`src/rtl/sqrt_pipe_hs.sv`:
```
// Iterative non-restoring integer square root, K root bits per clock, valid/ready on both sides.
// Define SQRT_REM_EN to add the remainder output and its final sign correction.
module sqrt_pipe_hs #(
   parameter int N = 32,
   parameter int K = 1
) (
   input  logic             Clock,
   input  logic             reset,
   input  logic             in_valid,
   output logic             in_ready,
   input  logic [N-1:0]     num_in,
   output logic             out_valid,
   input  logic             out_ready,
   output logic [N/2-1:0]   sq_root
`ifdef SQRT_REM_EN
   ,
   output logic [N/2:0]     remainder
`endif
);

   localparam int H  = N / 2;
   localparam int RW = H + 2;
   localparam int L  = N / (2 * K);
   localparam int CW = (L > 1) ? $clog2(L) : 1;

   localparam logic [1:0] IDLE = 2'd0;
   localparam logic [1:0] CALC = 2'd1;
   localparam logic [1:0] DONE = 2'd2;

   logic [1:0]    r_state;
   logic [N-1:0]  r_num;
   logic [H-1:0]  r_q;
   logic [RW-1:0] r_r;
   logic [CW-1:0] r_cnt;

   logic [N-1:0]  w_num;
   logic [H-1:0]  w_q;
   logic [RW-1:0] w_r;
   logic [RW-1:0] w_rShift;
   logic          w_accept;
   logic          w_last;

   assign in_ready  = (r_state == IDLE) | ((r_state == DONE) & out_ready);
   assign out_valid = (r_state == DONE);
   assign w_accept  = in_valid & in_ready;
   assign w_last    = (r_cnt == CW'(L - 1));

   // K unrolled iterations; the add/subtract choice uses the sign of the previous partial remainder
   always_comb begin
      w_num    = r_num;
      w_q      = r_q;
      w_r      = r_r;
      w_rShift = '0;
      for (int i = 0; i < K; i++) begin
         w_rShift = {w_r[RW-3:0], w_num[N-1:N-2]};
         w_r      = w_r[RW-1] ? (w_rShift + {w_q, 2'b11}) : (w_rShift - {w_q, 2'b01});
         w_q      = {w_q[H-2:0], ~w_r[RW-1]};
         w_num    = {w_num[N-3:0], 2'b00};
      end
   end

`ifdef SQRT_REM_EN
   logic [H:0] w_rem;

   // A negative final remainder is restored here so the fix-up costs no extra cycle
   always_comb begin
      w_rem = w_r[H:0];
      if (w_r[RW-1]) begin
         w_rem = w_r[H:0] + {w_q, 1'b1};
      end
   end
`endif

   // Control state plus operand capture and per-cycle iteration
   always_ff @(posedge Clock or posedge reset) begin
      if (reset) begin
         r_state   <= IDLE;
         r_num     <= '0;
         r_q       <= '0;
         r_r       <= '0;
         r_cnt     <= '0;
         sq_root   <= '0;
`ifdef SQRT_REM_EN
         remainder <= '0;
`endif
      end else begin
         case (r_state)
            IDLE: begin
               if (in_valid) begin
                  r_state <= CALC;
               end
            end
            CALC: begin
               if (w_last) begin
                  r_state <= DONE;
               end
            end
            DONE: begin
               if (out_ready) begin
                  r_state <= in_valid ? CALC : IDLE;
               end
            end
            default: r_state <= IDLE;
         endcase

         if (w_accept) begin
            r_num <= num_in;
            r_q   <= '0;
            r_r   <= '0;
            r_cnt <= '0;
         end else if (r_state == CALC) begin
            r_num <= w_num;
            r_q   <= w_q;
            r_r   <= w_r;
            r_cnt <= r_cnt + 1'b1;
            if (w_last) begin
               sq_root   <= w_q;
`ifdef SQRT_REM_EN
               remainder <= w_rem;
`endif
            end
         end
      end
   end

endmodule

```
`config.mk`:
```
export PLATFORM = sky130hd
export DESIGN_NAME = sqrt_pipe_hs
export DESIGN_NICKNAME = d
export VERILOG_FILES = /design/src/rtl/sqrt_pipe_hs.sv
export SDC_FILE = /design/constraint.sdc
export NUM_CORES = 1
export LEC_CHECK = 0
export ABC_AREA = 1
export BUFFER_PORTS_ARGS = -buffer_cell sky130_fd_sc_hd__buf_2
export CAP_MARGIN = 20
export CORE_UTILIZATION = 45
export DETAILED_ROUTE_END_ITERATION = 16
export PLACE_DENSITY_LB_ADDON = 0.12
export SLEW_MARGIN = 20
export SYNTH_ARGS = -nofsm -noshare
export SYNTH_HDL_FRONTEND = slang
export SYNTH_SLANG_ARGS = --single-unit
```
`constraint.sdc`:
```
create_clock -name Clock -period 2.8 [get_ports Clock]
set_input_delay 0.14 -clock Clock [delete_from_list [all_inputs] [get_ports Clock]]
set_output_delay 0.14 -clock Clock [all_outputs]
set_load 0.1 [all_outputs]
```
==> Flow_metrics.wiki <==
{| class="wikitable"
! Metric !! Value
|-
| Outcome || finished clean
|-
| Fraction of layout cells with a size suffix above 1 || 15.6%
|-
| Area inside the core boundary || 9860 um^2
|-
| Max-cap check violation count || 0
|-
| Post-synth net total || 619
|-
| Synthesis warning total || 0
|-
| Beginning of the worst hold path || num_in[30]
|-
| Hold depth || 3
|-
| Most prevalent standard cell on the critical path || sky130_fd_sc_hd__nand2_1
|-
| Overall die area || 10700 um^2
|-
| Required time worst endpoint || 3040 ps
|-
| CTS buffer count || 9
|-
| Number of I/O pins || 54
|-
| Least-Margin Pin Slew || 780 ps
|-
| Vias/cell || 5.01
|-
| Placer Congestion || 0.898
|-
| Area fraction of the dominant cell type after synthesis || 47.0%
|-
| Crit path kind || reg2reg
|-
| Number of buffers inserted to repair setup after CTS || 0
|-
| Crit start category || register
|-
| Largest net degree at the start of global routing || 53
|-
| Average wire per cell in the routed design || 13.2 um
|-
| Routed vias || 3915
|-
| Diode insertion count for antenna repair || 0
|-
| CP endpoint kind || register
|-
| Cell Area, Synth || 4630 um^2
|-
| Post-layout instance area || 5430 um^2
|-
| Slowest CP cell || sky130_fd_sc_hd__dfrtp_1
|-
| Total congestion overflow || 0
|-
| Final hold vios || 0
|-
| RR Endpoint || r_q[0]$_DFFE_PP0P_
|-
| Net total in the final layout || 698
|-
| CTS Root Cell || sky130_fd_sc_hd__clkbuf_8
|-
| Combined global-route utilization of all metal layers || 21.6%
|-
| Met1 Usage GRT || 27.6%
|-
| Clock slew at reported path FFs || 90 ps
|-
| Sequential element share of the synthesized area || 47.0%
|-
| Summed negative setup slack over all endpoints || 0 ps
|-
| Utilization after layout || 55.1%
|-
| Initial antenna violation count || 0
|-
| Cell type contributing the most total cell area after synthesis || sky130_fd_sc_hd__dfrtp_1
|-
| Initial DRT Pass Iterations || 5
|-
| Slew Limit Headroom || 48.0%
|-
| Post-synthesis instance total || 565
|-
| Relative area change from synthesis to final layout || 17.2%
|-
| Crit-path cells || buf_4 -> xnor2_1 -> ha_1 -> nand2_1 -> nand2_1 -> nand3_1 -> nand2_1 -> a21oi_1 -> nand3_1 -> nand3_1 -> nand2_1
|-
| Clk_lat worst skew || 360 ps
|-
| Total of hold buffers inserted after clock tree synthesis || 29
|-
| Clock tree sinks || 87
|-
| Async set-reset flop share out of synthesis || 100%
|-
| Row cnt || 36
|-
| TritonCTS clock tree || done
|-
| Cell types with the highest counts after synthesis || 221 x sky130_fd_sc_hd__nand2_1, 87 x sky130_fd_sc_hd__dfrtp_1, 54 x sky130_fd_sc_hd__nand3_1
|-
| Post-synth cell types || 38
|-
| Iteration-0 DRC count of the detailed router || 165
|-
| Effective utilization at floorplan || 47.0%
|-
| Post-route DRC violation count || 0
|-
| Overall die width || 103 um
|-
| Worst-case hold path end point || r_num[30]$_DFFE_PP0P_
|-
| Post-synthesis register bit count || 87
|-
| Number of levels in the clock H-tree || 3
|-
| Min cycle time layout || 2160 ps
|-
| Via count of the first global-routing pass || 3921
|-
| Worst min-delay path category || in2reg
|-
| Post-CTS Resized || 0
|-
| Number of pins with negative max-slew slack in the final report || 0
|-
| First-pass GRT wire length || 18000 um
|-
| Total placed instance area || 4950 um^2
|-
| FF-to-FF path depth || 11
|-
| Synthesized area per cell || 8.20 um^2
|-
| Setup repair after global routing missed its margin || no
|-
| Grt met3 use || 4.37%
|-
| DP Wirelength || 7120 um
|-
| Most heavily used metal layer in global routing || met2
|-
| Final Cycle Share || 77.1%
|-
| Delay of the slowest critical-path stage || 380 ps
|-
| Setup slack of the worst register-to-register path || 640 ps
|-
| Floorplan die height || 103 um
|-
| Launching point of the worst reg2reg path || r_r[17]$_DFFE_PP0P_
|-
| Most instantiated library cell after synthesis || sky130_fd_sc_hd__nand2_1
|-
| Global routing usage on met2 || 38.2%
|-
| Peak fanout along the critical path || 9
|-
| Peak Freq || 463 MHz
|-
| Count of final setup violators || 0
|-
| Number of I/O port buffers || 53
|-
| Worst-case clock buffer depth || 2
|-
| Data arrival time of the critical path || 2400 ps
|-
| Largest cells by area after synthesis || sky130_fd_sc_hd__dfrtp_1 47%, sky130_fd_sc_hd__nand2_1 18%, sky130_fd_sc_hd__nand3_1 5.8%, sky130_fd_sc_hd__ha_1 4.9%, sky130_fd_sc_hd__o21ai_0 3.5%
|-
| Wirelength, routed || 10300 um
|-
| Flip-flop cell with the highest count after synthesis || sky130_fd_sc_hd__dfrtp_1
|-
| Number of synthesized flops with an enable pin || 0
|-
| Final antenna-violating net count || 0
|-
| Clock Skews || 15.6 ps
|}
==> critical path: cells and delay by family (launching register included) <==
kind / cells / cell delay [ps]
simple gates: 7 / 620
flops: 1 / 380
fa+ha+maj: 1 / 340
compound gates: 1 / 310
xor+xnor: 1 / 220
buf+inv: 1 / 190
==> worst max-delay path by stage <==
| stage | startpoint | to |
|---|---|---|
| after CTS | r_r[17]$_DFFE_PP0P_ | r_q[0]$_DFFE_PP0P_ |
| after global placement | r_r[17]$_DFFE_PP0P_ | sq_root[0]$_DFFE_PP0P_ |
| after global routing | r_r[17]$_DFFE_PP0P_ | r_q[0]$_DFFE_PP0P_ |
| final | r_r[17]$_DFFE_PP0P_ | r_q[0]$_DFFE_PP0P_ |
| after floorplan | reset | r_cnt[0]$_DFFE_PP0P_ |
| after detailed placement | r_r[17]$_DFFE_PP0P_ | r_q[0]$_DFFE_PP0P_ |
==> through the flow <==
step	std cells	hold WS [ps]	setup WS, ps
3_3_place_gp	737	307	681
3_5_place_dp	737	318	660
4_1_cts	782	2.20	644
2_1_floorplan	565	226	410
6_report	782	16.3	642
5_1_grt	782	20.1	475
==> placed cells by master, fill, tap and decap left out, drive strengths merged, types with 2 or more instances in the layout <==
master / instances
nand2: 228
dfrtp: 87
buf: 60
nand3: 55
inv: 43
o21ai: 36
dlygate4sd3: 29
nor2: 20
xnor2: 18
ha: 18
a21oi: 18
clkbuf: 10
o221ai: 4
nor3: 4
xor2: 3
a22o: 3
nand3b: 2
nand4: 2
clkinv: 2
o211ai: 2
==> layout make-up <==
class                           instances  area (um^2)
Timing Repair Buffer                   89          608
Fill cell                             937         4430
Multi-Input combinational cell        417         2130
Clock buffer                           10          138
Clock inverter                          6         50.0
Sequential cell                        87         2180
Tap cell                              133          166
Inverter                               40          159
==> state kept, by name (all words and copies together) (netlist names) <==
signal   flops
r_num       32
r_r         17
r_q         16
sq_root     16
r_cnt        4
r_state      2
==> routing by layer <==
metal | wire (um) | vias to the layer above
met1 | 4680 | 1855
met2 | 5200 | 74
met5 | 0 | -
met3 | 391 | 7
met4 | 62 | 0
li1 | - | 1979
==> kinds of logic (layout without fill, tap and decap cells) <==
logic type / count (synthesis) / count (layout) / synth area share, %
AO/OA/AOI/OAI: 66 / 66 / 8.26
XOR/XNOR: 21 / 21 / 3.97
adder cells (fa/ha/maj): 18 / 18 / 4.86
buffers and inverters: 61 / 145 / 6.99
flip-flops: 87 / 87 / 47.0
AND/OR/NAND/NOR: 312 / 312 / 28.9
Power is left out: the tool's default activity adds up to more than one toggle a clock period on the data nets, which glitch-free logic cannot reach.
